<file path="src/rtl/dcache_pkg.sv">
// Shared definitions for the direct-mapped write-back data cache:
// FSM encoding, fixed widths and address/block field helpers.
package dcache_pkg;

    localparam int ADDR_W   = 8;
    localparam int BLOCK_W  = 32;
    localparam int OFFSET_W = 2;

    typedef enum logic [1:0] {
        IDLE      = 2'd0,
        WRITEBACK = 2'd1,
        FETCH     = 2'd2
    } state_e;

    function automatic logic [OFFSET_W-1:0] addr_offset(input logic [ADDR_W-1:0] addr);
        return addr[OFFSET_W-1:0];
    endfunction

    function automatic logic [ADDR_W-OFFSET_W-1:0] addr_block(input logic [ADDR_W-1:0] addr);
        return addr[ADDR_W-1:OFFSET_W];
    endfunction

    // Byte k of a block lives at bits [8k+7:8k].
    function automatic logic [7:0] get_byte(input logic [BLOCK_W-1:0] blk,
                                            input logic [OFFSET_W-1:0] off);
        return blk[{off, 3'b000} +: 8];
    endfunction

    function automatic logic [BLOCK_W-1:0] put_byte(input logic [BLOCK_W-1:0] blk,
                                                    input logic [OFFSET_W-1:0] off,
                                                    input logic [7:0]          data);
        logic [BLOCK_W-1:0] res;
        res = blk;
        res[{off, 3'b000} +: 8] = data;
        return res;
    endfunction

endpackage

</file>
<file path="src/rtl/dcache_array.sv">
// Line storage for the data cache: valid/dirty bits (async cleared),
// tag and data arrays, with a byte-write port and a block-install port.
module dcache_array
    import dcache_pkg::*;
#(
    parameter int INDEX_W = 3,
    parameter int TAG_W   = 6 - INDEX_W
) (
    input  logic                clk,
    input  logic                rst_n,
    input  logic [INDEX_W-1:0]  idx,
    input  logic                byte_we,
    input  logic [OFFSET_W-1:0] byte_off,
    input  logic [7:0]          byte_data,
    input  logic                fill_we,
    input  logic [TAG_W-1:0]    fill_tag,
    input  logic [BLOCK_W-1:0]  fill_data,
    output logic                valid_o,
    output logic                dirty_o,
    output logic [TAG_W-1:0]    tag_o,
    output logic [BLOCK_W-1:0]  data_o
);

    localparam int LINES = 1 << INDEX_W;

    logic [LINES-1:0]   valid_q, valid_d;
    logic [LINES-1:0]   dirty_q, dirty_d;
    logic [TAG_W-1:0]   tag_q  [LINES];
    logic [TAG_W-1:0]   tag_d  [LINES];
    logic [BLOCK_W-1:0] data_q [LINES];
    logic [BLOCK_W-1:0] data_d [LINES];

    // Next-state of the indexed line; an install takes priority over a byte write.
    always_comb begin
        valid_d = valid_q;
        dirty_d = dirty_q;
        tag_d   = tag_q;
        data_d  = data_q;
        case ({fill_we, byte_we})
            2'b10, 2'b11: begin
                valid_d[idx] = 1'b1;
                dirty_d[idx] = 1'b0;
                tag_d[idx]   = fill_tag;
                data_d[idx]  = fill_data;
            end
            2'b01: begin
                dirty_d[idx] = 1'b1;
                data_d[idx]  = put_byte(data_q[idx], byte_off, byte_data);
            end
            default: ;
        endcase
    end

    // Status bits: cleared asynchronously so every line is invalid out of reset.
    always_ff @(posedge clk or negedge rst_n) begin
        if (!rst_n) begin
            valid_q <= '0;
            dirty_q <= '0;
        end else begin
            valid_q <= valid_d;
            dirty_q <= dirty_d;
        end
    end

    // Tag and data payload: meaningless while the valid bit is clear, so not reset.
    always_ff @(posedge clk) begin
        tag_q  <= tag_d;
        data_q <= data_d;
    end

    assign valid_o = valid_q[idx];
    assign dirty_o = dirty_q[idx];
    assign tag_o   = tag_q[idx];
    assign data_o  = data_q[idx];

endmodule

</file>
<file path="src/rtl/dcache_controller.sv">
// Direct-mapped write-back, write-allocate data cache controller: hit logic,
// IDLE/WRITEBACK/FETCH miss FSM and the block-wide memory interface.
module dcache_controller
    import dcache_pkg::*;
#(
    parameter int INDEX_W = 3
) (
    input  logic        CLK,
    input  logic        RESET,
    input  logic        READ,
    input  logic        WRITE,
    input  logic [7:0]  ADDRESS,
    input  logic [7:0]  WRITEDATA,
    output logic [7:0]  READDATA,
    output logic        BUSYWAIT,
    output logic        MEM_READ,
    output logic        MEM_WRITE,
    output logic [5:0]  MEM_ADDRESS,
    output logic [31:0] MEM_WRITEDATA,
    input  logic [31:0] MEM_READDATA,
    input  logic        MEM_BUSYWAIT
);

    localparam int TAG_W = 6 - INDEX_W;

    state_e state_q, state_d;

    logic [TAG_W-1:0]    tag_s;
    logic [INDEX_W-1:0]  index_s;
    logic [OFFSET_W-1:0] offset_s;
    logic                req_s;
    logic                hit_s;
    logic                idle_hit_s;
    logic                line_valid_s;
    logic                line_dirty_s;
    logic [TAG_W-1:0]    line_tag_s;
    logic [BLOCK_W-1:0]  line_data_s;
    logic                byte_we_s;
    logic                fill_we_s;

    assign tag_s      = ADDRESS[ADDR_W-1:OFFSET_W+INDEX_W];
    assign index_s    = ADDRESS[OFFSET_W+INDEX_W-1:OFFSET_W];
    assign offset_s   = addr_offset(ADDRESS);
    assign req_s      = READ | WRITE;
    assign hit_s      = line_valid_s & (line_tag_s == tag_s);
    assign idle_hit_s = (state_q == IDLE) & hit_s;

    dcache_array #(
        .INDEX_W (INDEX_W),
        .TAG_W   (TAG_W)
    ) u_array (
        .clk       (CLK),
        .rst_n     (RESET),
        .idx       (index_s),
        .byte_we   (byte_we_s),
        .byte_off  (offset_s),
        .byte_data (WRITEDATA),
        .fill_we   (fill_we_s),
        .fill_tag  (tag_s),
        .fill_data (MEM_READDATA),
        .valid_o   (line_valid_s),
        .dirty_o   (line_dirty_s),
        .tag_o     (line_tag_s),
        .data_o    (line_data_s)
    );

    // Miss FSM next state plus memory-side outputs decoded from the current state.
    always_comb begin
        state_d       = state_q;
        byte_we_s     = 1'b0;
        fill_we_s     = 1'b0;
        MEM_READ      = 1'b0;
        MEM_WRITE     = 1'b0;
        MEM_ADDRESS   = 6'd0;
        MEM_WRITEDATA = 32'd0;
        case (state_q)
            IDLE: begin
                if (req_s && !hit_s) begin
                    state_d = (line_valid_s && line_dirty_s) ? WRITEBACK : FETCH;
                end else begin
                    // READ wins when both are raised, so a store needs WRITE alone.
                    byte_we_s = WRITE & ~READ & hit_s;
                end
            end
            WRITEBACK: begin
                MEM_WRITE     = 1'b1;
                MEM_ADDRESS   = {line_tag_s, index_s};
                MEM_WRITEDATA = line_data_s;
                if (!MEM_BUSYWAIT) begin
                    state_d = FETCH;
                end else begin
                    state_d = WRITEBACK;
                end
            end
            FETCH: begin
                MEM_READ    = 1'b1;
                MEM_ADDRESS = addr_block(ADDRESS);
                if (!MEM_BUSYWAIT) begin
                    fill_we_s = 1'b1;
                    state_d   = IDLE;
                end else begin
                    state_d = FETCH;
                end
            end
            default: begin
                state_d = IDLE;
            end
        endcase
    end

    // FSM state register.
    always_ff @(posedge CLK or negedge RESET) begin
        if (!RESET) begin
            state_q <= IDLE;
        end else begin
            state_q <= state_d;
        end
    end

    // CPU-side outputs are forced quiet while reset is held, even if READ/WRITE linger.
    assign BUSYWAIT = RESET & req_s & ~idle_hit_s;
    assign READDATA = (RESET && READ && idle_hit_s) ? get_byte(line_data_s, offset_s) : 8'd0;

endmodule

</file>
<file path="config.mk">
export PLATFORM = sky130hd
export DESIGN_NAME = dcache_controller
export DESIGN_NICKNAME = d
export VERILOG_FILES = /design/src/rtl/dcache_pkg.sv /design/src/rtl/dcache_array.sv /design/src/rtl/dcache_controller.sv
export SDC_FILE = /design/constraint.sdc
export NUM_CORES = 1
export LEC_CHECK = 0
export BUFFER_PORTS_ARGS = -buffer_cell sky130_fd_sc_hd__buf_2
export CORE_MARGIN = 5
export CORE_UTILIZATION = 50
export CTS_BUF_LIST = sky130_fd_sc_hd__clkbuf_4 sky130_fd_sc_hd__clkbuf_8
export CTS_CLUSTER_DIAMETER = 50
export CTS_CLUSTER_SIZE = 30
export DETAILED_ROUTE_END_ITERATION = 8
export GPL_TIMING_DRIVEN = 0
export PLACE_DENSITY = 0.7
export SLEW_MARGIN = 20
export SYNTH_ARGS = -nofsm -noshare
export SYNTH_HDL_FRONTEND = slang
export SYNTH_SLANG_ARGS = --single-unit
</file>
<file path="constraint.sdc">
create_clock -name CLK -period 5 [get_ports CLK]
set_input_delay 0 -clock CLK [delete_from_list [all_inputs] [get_ports CLK]]
set_output_delay 0 -clock CLK [all_outputs]
set_load 0.1 [all_outputs]
</file>
==> flow_summary.toml <==
[sta]
clock_skew_ps = 38.8
period_minus_slack_ps = 4210
rsz0062_at_grt = "no"
fmax_ghz = 0.237
fin_tns_setup_ps = 0
hold_viol = 0
slew_headroom_pct = 20.0
period_share_pct = 84.3
setup_viol = 0
tightest_slew_ps = 1200
drv_slew = 0

[worst_hold_path]
worstHoldPathType = "input port to flip-flop"
hold_start = "WRITEDATA[7]"
hold_end = "u_array.data_q[239]"
holdPathStages = 4

[power]
p_leak_uw = 0.00591
power_uw = 5820
peakVddDrop_uv = 187
power_density_nw_per_um2 = 330

[floorplanning]
rows = 63
die_x_um = 183
placeableCoreArea_um2 = 29600
initial_core_util_pct = 50.6
ios = 102
dieArea_um2 = 33600
dieHeight_um = 183

[clocking]
cts.sinks = 298
cts_tree = "built"
cts_resized = 0
cts_root_buf = "clkbuf_8"
cts.clk_slew.worst_paths_ps = 100
clockBufferDepth = 3
clk_latency_ps = 640
cts_buffers = 30
cts_max_level = 1

[critical_path]
r2r_setup_slack_ps = 820
ff2ff_path_depth = 10
criticalPathCategory = "input port to output pin"
critPathRequiredTime_ps = 5000
worstPathMaxFanout = 10
critPathLaunchType = "input port"
r2r_end = "u_array.data_q[215]"
rr_startpoint = "u_array.tag_q[22]"
cp.arrival_ps = 4210
endpoint_kind = "output pin"

[job]
maxCapViolCount = 0

[final_layout]
final_common_cell = "edfxtp_1"
regArea_um2 = 8860
multi_input_area_um2 = 5790
diodes = 0
fin_util_pct = 59.6
drive_gt1_share_pct = 22.3
area_delta_synth_final_pct = 17.7
fillers = 2401
final_nets = 1443
final_cell_mix = "edfxtp_1 (280), nor3_1 (194), buf_2 (131)"
instances_no_fill = 1794

[grt]
grt_overflow = 0
grt_pass1_wl_mm = 78.1
grt_use_total_pct = 31.5
first_global_vias = 12059
antenna_found_initial = 0
grt_max_degree = 19

[synth]
synth_top_cells_by_area = "edfxtp_1 (56%), nor3_1 (6.5%), mux4_2 (4.5%)"
synth_cell_type_count = 58
async_flop_share_pct = 6.04
ys.flop_type = "edfxtp_1"
ys_ff_latch = 298
synth.top_cell.area_share_pct = 56.0
synth_nets = 1250
yosys_warnings = 0
synth_cells = 1188
postSynthAreaPerCell_um2 = 12.6
ys_seq_area_share_pct = 59.0
yosysTopAreaCell = "edfxtp_1"
netlist_area_um2 = 15000
synth-edff-count = 280

[placed_design]
gp_congestion = 0.957
numPlacedInstances = 1697
dp_hpwl_mm = 37.3
portBuffers = 100

[route]
dr.first_iter.drc_count = 2313
routed_wl_mm = 54.2
wl_per_cell_um = 30.2
drc_errors = 0
ant_nets = 0
drtPass1Iterations = 6
viasPerCell = 6.87
vias = 12322

[outcome]
status = "finished, final reports clean"
cell type report:
| class | count | share of cell area (%) |
|---|---|---|
| Buffer | 93 | 2.41 |
| Clock buffer | 30 | 2.34 |
| Clock inverter | 25 | 1.57 |
| Inverter | 14 | 0.298 |
| Multi-Input combinational cell | 783 | 32.8 |
| Sequential cell | 298 | 50.2 |
| Tap cell | 390 | 2.76 |
| Timing Repair Buffer | 161 | 7.65 |
sequential cells by signal, summed over array words and instances (netlist names), named ones only:
signal,cells
u_array.data_q,256
u_array.tag_q,24
u_array.valid_q,8
state_q,2
report_power, final:
part           total (µW)  internal (µW)  switching, µW
registers            2880           2840           37.9
clock network        1740            735           1010
logic                1210            339            866
total                5820           3910           1910
worst max-delay path by stage:
stage / to / slack (ps) / from / cells past startpoint
6_report: READDATA[3] / 790 / ADDRESS[4] / 10
5_1_grt: u_array.data_q[215] / 770 / u_array.tag_q[10] / 10
4_1_cts: u_array.data_q[215] / 870 / u_array.tag_q[22] / 10
3_3_place_gp: u_array.data_q[35] / -2190 / ADDRESS[4] / 9
2_1_floorplan: u_array.data_q[0] / 920 / u_array.tag_q[8] / 6
3_5_place_dp: u_array.data_q[8] / 680 / ADDRESS[4] / 10
kinds of logic after synthesis:
kind of cell               after synthesis  share of synthesized area (%)
and+or+nand+nor                        423                           16.2
DFF                                    298                           59.0
AOI/OAI and AO/OA                      257                           11.9
buffers and inverters                  107                           3.18
muxes                                   93                           8.86
adders and majority gates                9                          0.750
xor gates and xnor gates                 1                         0.0584
worst max-delay path, stage by stage:
cell	delay (ps)
buf_2	130
buf_2	240
buf_2	320
buf_2	350
buf_2	410
clkbuf_1	780
a221oi_1	530
mux4_2	560
nor3_1	350
buf_2	520
routing by layer:
| layer | GRT usage [%] | share of wire, % | up-vias |
|---|---|---|---|
| li1 | - | - | 5094 |
| met1 | 42.3 | 35 | 5894 |
| met2 | 48.5 | 44 | 1104 |
| met3 | 8.47 | 15 | 230 |
| met4 | 14.2 | 5.9 | 0 |
| met5 | 0 | 0 | - |
metrics by stage:
stage	cell area (µm²)	hold WS, ps	setup WS (ps)
global route	17700	74.0	767
CTS	17700	14.2	866
global placement	16000	-27.9	-2190
detailed placement	16500	-15.7	675
floorplan	15000	-296	919
finish	17700	69.9	786
timing repair:
item	in CTS	in global routing
hold buffers	42	0
hold endpoints to repair	308	0
setup buffers	0	0
cells in the mapped netlist, types with 17 or more instances:
library cell	count
a211oi_1	78
o21ai_0	21
clkbuf_1	55
nor2_1	36
mux4_2	30
edfxtp_1	280
dfrtp_1	18
nand2_1	54
a21oi_1	61
buf_2	28
nor3_4	20
mux2_2	19
nor3_1	194
a221oi_1	17
mux2i_1	44
nor2b_1	35
(Power assumes the default switching activity.)
